==> src/rtl/cfg_fetch_master.sv <==
// Wishbone master that waits for the config block to report done, copies the
// 32 channel rate registers into a local table, signals core-ready, then serves lookups.
module cfg_fetch_master #(
  parameter logic [31:0] DONE_ADDR   = 32'h0000_0080,
  parameter logic [31:0] READY_ADDR  = 32'h0000_0084,
  parameter int          POLL_GAP    = 16,
  parameter int          ACK_TIMEOUT = 64
) (
  input  logic        clk,
  input  logic        reset,
  output logic [31:0] o_wb_adr,
  output logic [3:0]  o_wb_sel,
  output logic        o_wb_we,
  output logic [31:0] o_wb_dat,
  input  logic [31:0] i_wb_dat,
  output logic        o_wb_cyc,
  output logic        o_wb_stb,
  input  logic        i_wb_ack,
  input  logic        i_wb_err,
  input  logic        i_refresh,
  input  logic [4:0]  i_ch_sel,
  output logic [2:0]  o_ch_rate,
  output logic        o_rate_valid,
  output logic        o_cfg_loaded,
  output logic        o_fetch_err
);

  typedef enum logic [2:0] {
    S_IDLE, S_POLL, S_WAIT, S_FETCH, S_SIGNAL, S_READY
  } state_t;

  typedef struct packed {
    logic [31:0] adr;
    logic        we;
    logic [31:0] dat;
  } wb_req_t;

  localparam logic [7:0] GAP_LAST = 8'(POLL_GAP - 1);
  localparam logic [7:0] TMO_LAST = 8'(ACK_TIMEOUT - 1);

  state_t            state;
  logic [4:0]        ch;
  logic [7:0]        tmr;
  logic [31:0][2:0]  tbl;
  wb_req_t           req;

  logic unused_dat;
  assign unused_dat = ^i_wb_dat[31:3];

  // Request for the transfer the current state would issue next; WAIT re-polls.
  always_comb begin
    req = '0;
    case (state)
      S_FETCH:  req.adr = {25'd0, ch, 2'b00};
      S_SIGNAL: begin
        req.adr = READY_ADDR;
        req.we  = 1'b1;
        req.dat = 32'h1;
      end
      default:  req.adr = DONE_ADDR;
    endcase
  end

  always_ff @(posedge clk) begin
    if (reset) begin
      state        <= S_IDLE;
      ch           <= '0;
      tmr          <= '0;
      tbl          <= '0;
      o_wb_adr     <= '0;
      o_wb_sel     <= '0;
      o_wb_we      <= 1'b0;
      o_wb_dat     <= '0;
      o_wb_cyc     <= 1'b0;
      o_wb_stb     <= 1'b0;
      o_ch_rate    <= '0;
      o_rate_valid <= 1'b0;
      o_cfg_loaded <= 1'b0;
      o_fetch_err  <= 1'b0;
    end else begin
      // Non-blocking read of the table: a same-cycle write is seen one cycle later.
      o_ch_rate <= tbl[i_ch_sel];
      case (state)
        S_IDLE: state <= S_POLL;

        S_WAIT: begin
          if (tmr == GAP_LAST) begin
            state    <= S_POLL;
            tmr      <= '0;
            o_wb_cyc <= 1'b1;
            o_wb_stb <= 1'b1;
            o_wb_sel <= 4'hF;
            o_wb_adr <= req.adr;
            o_wb_we  <= req.we;
            o_wb_dat <= req.dat;
          end else begin
            tmr <= tmr + 8'd1;
          end
        end

        S_POLL, S_FETCH, S_SIGNAL: begin
          if (!o_wb_cyc) begin
            // Bus was idle for at least one cycle; start (or retry) the transfer.
            tmr      <= '0;
            o_wb_cyc <= 1'b1;
            o_wb_stb <= 1'b1;
            o_wb_sel <= 4'hF;
            o_wb_adr <= req.adr;
            o_wb_we  <= req.we;
            o_wb_dat <= req.dat;
          end else if (i_wb_err || i_wb_ack || tmr == TMO_LAST) begin
            tmr      <= '0;
            o_wb_cyc <= 1'b0;
            o_wb_stb <= 1'b0;
            o_wb_sel <= '0;
            o_wb_adr <= '0;
            o_wb_we  <= 1'b0;
            o_wb_dat <= '0;
            if (i_wb_err || !i_wb_ack) begin
              o_fetch_err <= 1'b1;
            end else begin
              case (state)
                S_POLL: begin
                  if (i_wb_dat[0]) begin
                    state <= S_FETCH;
                    ch    <= '0;
                  end else begin
                    state <= S_WAIT;
                  end
                end
                S_FETCH: begin
                  tbl[ch] <= i_wb_dat[2:0];
                  if (ch == 5'd31) state <= S_SIGNAL;
                  else             ch    <= ch + 5'd1;
                end
                default: begin
                  state        <= S_READY;
                  o_cfg_loaded <= 1'b1;
                  o_rate_valid <= 1'b1;
                end
              endcase
            end
          end else begin
            tmr <= tmr + 8'd1;
          end
        end

        S_READY: begin
          if (i_refresh) begin
            state        <= S_POLL;
            o_cfg_loaded <= 1'b0;
            o_rate_valid <= 1'b0;
            o_fetch_err  <= 1'b0;
          end
        end

        default: state <= S_IDLE;
      endcase
    end
  end

endmodule

==> config.mk <==
export PLATFORM = sky130hd
export DESIGN_NAME = cfg_fetch_master
export DESIGN_NICKNAME = d
export VERILOG_FILES = /design/src/rtl/cfg_fetch_master.sv
export SDC_FILE = /design/constraint.sdc
export NUM_CORES = 1
export LEC_CHECK = 0
export CAP_MARGIN = 10
export CORE_UTILIZATION = 50
export CTS_CLUSTER_SIZE = 10
export DETAILED_ROUTE_END_ITERATION = 8
export PLACE_DENSITY = 0.74
export SYNTH_ARGS = -nofsm -noshare
export SYNTH_HDL_FRONTEND = slang
export SYNTH_SLANG_ARGS = --single-unit
export TNS_END_PERCENT = 30
==> constraint.sdc <==
create_clock -name clk -period 2.7 [get_ports clk]
set_clock_uncertainty 0.05 [all_clocks]
set_input_delay 0.54 -clock clk [delete_from_list [all_inputs] [get_ports clk]]
set_output_delay 0.54 -clock clk [all_outputs]
set_load 0.01 [all_outputs]
==> key figures <==
STA
  • Period minus WS final: 2.29 ns
  • Final hold slack: 0.403 ns
  • Final worst-path cycle share: 0.848
  • Slew margin rel.: 0.436
  • Final slew viol count: 0
  • Final hold viol count: 0
  • RSZ-0062 raised after global routing: no
  • Setup TNS: 0 ns
  • Maximum clock frequency: 0.437 GHz
  • Endpoints failing setup: 0
  • Measured slew at the worst slew-check pin: 0.838 ns

Setup path
  • Crit-path cells: nand3b_1 -> nor3_2 -> buf_12 -> nand2_1 -> nand2_1 -> a21oi_1
  • R2r worst-path depth: 6
  • Crit path max-delay family: simple AND/OR/NAND/NOR gates
  • Crit path DAT: 2.50 ns
  • FF-to-FF End: tbl[54]$_SDFFE_PP0P_
  • Crit Path Class: reg2reg
  • CP Capture Type: flip-flop
  • CP dominant cell by count: nand2_1
  • Max stage delay on crit path: 0.73 ns
  • Critical path buffers and inverters: 1
  • Slowest-stage cell, CP: dfxtp_1
  • Reg2reg start: state[1]$_SDFFE_PP0P_
  • Type of origin of the critical path: flip-flop
  • Max FO, Critical Path: 24
  • Setup slack, reg-to-reg: 0.41 ns
  • Worst Path Required: 2.91 ns

Clocking
  • CTS tree: yes
  • Quantity of gates resized following cts: 0
  • Inserted Clock Buffers: 17
  • Post-CTS setup buffer count: 0
  • CTS Sinks: 126
  • Latest clock arrival within the worst-skew pair: 0.43 ns
  • Clk slew on worst S/H paths: 0.06 ns
  • Clock tree buffer depth: 2
  • Htree depth: 4
  • CTS root buf: clkbuf_16
  • Cts hold-fix bufs: 0

Yosys
  • Register area share after synthesis: 0.386
  • Syn Area/Cell: 8.65 µm²
  • Synth area leader: dfxtp_1
  • Synthesized area: 6540 µm²
  • Post-synth EDFFs: 0
  • Synth Instances: 756
  • Post-synth ARST share: 0
  • Yosys cell types: 57
  • Synth top area share: 0.386
  • Ys flop type: dfxtp_1
  • Top post-synthesis cells by area: dfxtp_1 (39%), buf_4 (8.7%), nand2_1 (7.6%)
  • Yosys warning count: 0
  • Synth Register Bits: 126

Floorplan
  • Die Y: 116 µm
  • Initial Util: 0.516
  • IO Pins: 119
  • Rows: 41
  • Die Width: 116 µm
  • DIE AREA: 13,500 µm²
  • Core Region: 12,700 µm²

Final layout
  • Share of cells above drive strength 1: 0.109
  • Area of the multi-input gates: 3390 µm²
  • Diode count: 0
  • Layout area overhead: 12.2%
  • FF+latch area: 2520 µm²
  • Finished Layout Cells: 949
  • Util after Layout: 0.579
  • NumNets Final: 812
  • Fill count: 1,079

Global routing
  • First-pass GRT wire length: 24.2 mm
  • Pin count of the biggest net entering global routing: 67
  • Vias in the first global route: 4,987
  • Total gr overflow: 0
  • Overall routing resource usage: 0.233
  • Antenna violations before repair: 0

Detailed routing
  • Detail Route Antenna Nets: 0
  • DRT iter0 DRCs: 499
  • First-pass DRT Iterations: 6
  • DR DRC count: 0
  • Wire per inst: 15.7 µm
  • Via Count: 5,324
  • Total detailed-routing wirelength: 14.9 mm
  • Vias per inst: 5.61

Min path
  • Hold endpoint: tbl[29]$_SDFFE_PP0P_
  • Hold Path Stages: 2
  • Worst Hold Class: reg2reg
  • Worst Hold Launch: tbl[29]$_SDFFE_PP0P_

Placement
  • GPL Wtd Cong: 0.831
  • IO Port Bufs: 32
  • HPWL after DPL: 9.79 mm
  • Post-Place Cells: 917

Pwr
  • Switch share: 0.265
  • Leak: 2.69 nW
  • Peak VDD IR: 487 µV
  • Int Pwr: 3.75 mW
  • Combinational power share: 0.138
  • Reg power frac: 0.396
  • P_sw: 1.35 mW
  • Clock Power Share: 0.466
  • Cell Pwr Density: 696 nW/µm²

Job
  • Max-cap violation count: 0

Run status
  • Status: finished clean
-- layer usage --
metal / up-vias / wire length (µm) / GRT usage
li1: 2539 / - / -
met1: 2569 / 6320 / 0.281
met2: 180 / 7560 / 0.393
met3: 36 / 620 / 0.0488
met4: 0 / 413 / 0.116
met5: - / 0 / 0
-- Yosys cell counts, types with 5 or more instances --
cell,count
a21oi_1,96
a22oi_1,5
buf_2,8
buf_4,76
clkbuf_1,34
dfxtp_1,126
ha_1,6
inv_1,12
mux2i_1,13
mux4_1,14
mux4_2,13
nand2_1,132
nand2b_1,5
nand3_1,91
nand4_1,5
nor2_1,40
nor2b_1,6
nor3_1,6
nor3b_1,5
o21ai_0,5
-- cells by family after synthesis --
family / Yosys count / synth area share
buffers and inverters: 137 / 0.131
XOR/XNOR: 6 / 0.00804
flip-flops: 126 / 0.386
AND/OR/NAND/NOR: 308 / 0.218
AO/OA/AOI/OAI: 131 / 0.123
other: 1 / 0.000574
multiplexers: 41 / 0.123
adder cells (fa/ha/maj): 6 / 0.0115
-- registers in the layout, indices dropped and copies added, names as in the netlist, 3 cells and up --
name       cells
tbl           96
state          3
o_wb_adr       6
ch             5
tmr            8
o_ch_rate      3
-- placed cells by master (no fill, tap or decap), types with 12 or more instances in the layout --
master and instances:
conb_1 57, mux2i_1 13, nand3_1 91, nor2_1 40, inv_1 12, clkbuf_16 17
mux4_1 14, buf_4 23, nand2_1 132, a21oi_1 96, mux4_2 13, clkdlybuf4s50_1 31
dfxtp_1 126
-- power by group through the flow --
stage	combinational (mW)	clock, mW	sequential [mW]
finish	0.705	2.38	2.02
global route	0.771	2.50	2.03
CTS	0.704	2.40	2.02
detailed placement	0.692	0	2.06
global placement	0.670	0	2.05
floorplan	0.623	0	2.01
-- how the worst max path moves through the flow --
| stage | start | to | slack, ns | cells past startpoint |
|---|---|---|---|---|
| floorplan | i_ch_sel[1] | o_ch_rate[2]$_SDFF_PP0_ | 0.62 | 5 |
| global placement | i_ch_sel[0] | o_ch_rate[1]$_SDFF_PP0_ | 0.04 | 6 |
| detailed placement | i_ch_sel[0] | o_ch_rate[1]$_SDFF_PP0_ | 0.02 | 6 |
| CTS | i_ch_sel[0] | o_ch_rate[1]$_SDFF_PP0_ | 0.47 | 6 |
| global route | state[1]$_SDFFE_PP0P_ | tbl[54]$_SDFFE_PP0P_ | 0.24 | 6 |
| finish | state[1]$_SDFFE_PP0P_ | tbl[54]$_SDFFE_PP0P_ | 0.41 | 6 |
-- final cells by class --
| cell class | count | share of cell area |
|---|---|---|
| well taps | 172 | 0.0293 |
| clock inverters | 12 | 0.0229 |
| clock buffers | 20 | 0.0609 |
| repair buffers | 57 | 0.0740 |
| inverters | 13 | 0.00665 |
| multi-input cells | 549 | 0.462 |
| flip-flops and latches | 126 | 0.344 |
-- worst register-to-register path, stage by stage, from the launching register on --
cell      delay, ns
dfxtp_1        0.73
nand3b_1       0.35
nor3_2         0.46
buf_12         0.23
nand2_1        0.10
nand2_1        0.11
a21oi_1        0.09
-- stage by stage --
| step | total power, mW | area, µm² | setup slack, ns |
|---|---|---|---|
| floorplan | 2.63 | 6750 | 0.623 |
| global placement | 2.72 | 6720 | 0.0382 |
| detailed placement | 2.75 | 6720 | 0.0232 |
| CTS | 5.12 | 7340 | 0.467 |
| global route | 5.31 | 7340 | 0.244 |
| finish | 5.11 | 7340 | 0.411 |
No activity file was read; power rests on OpenSTA's default activity.
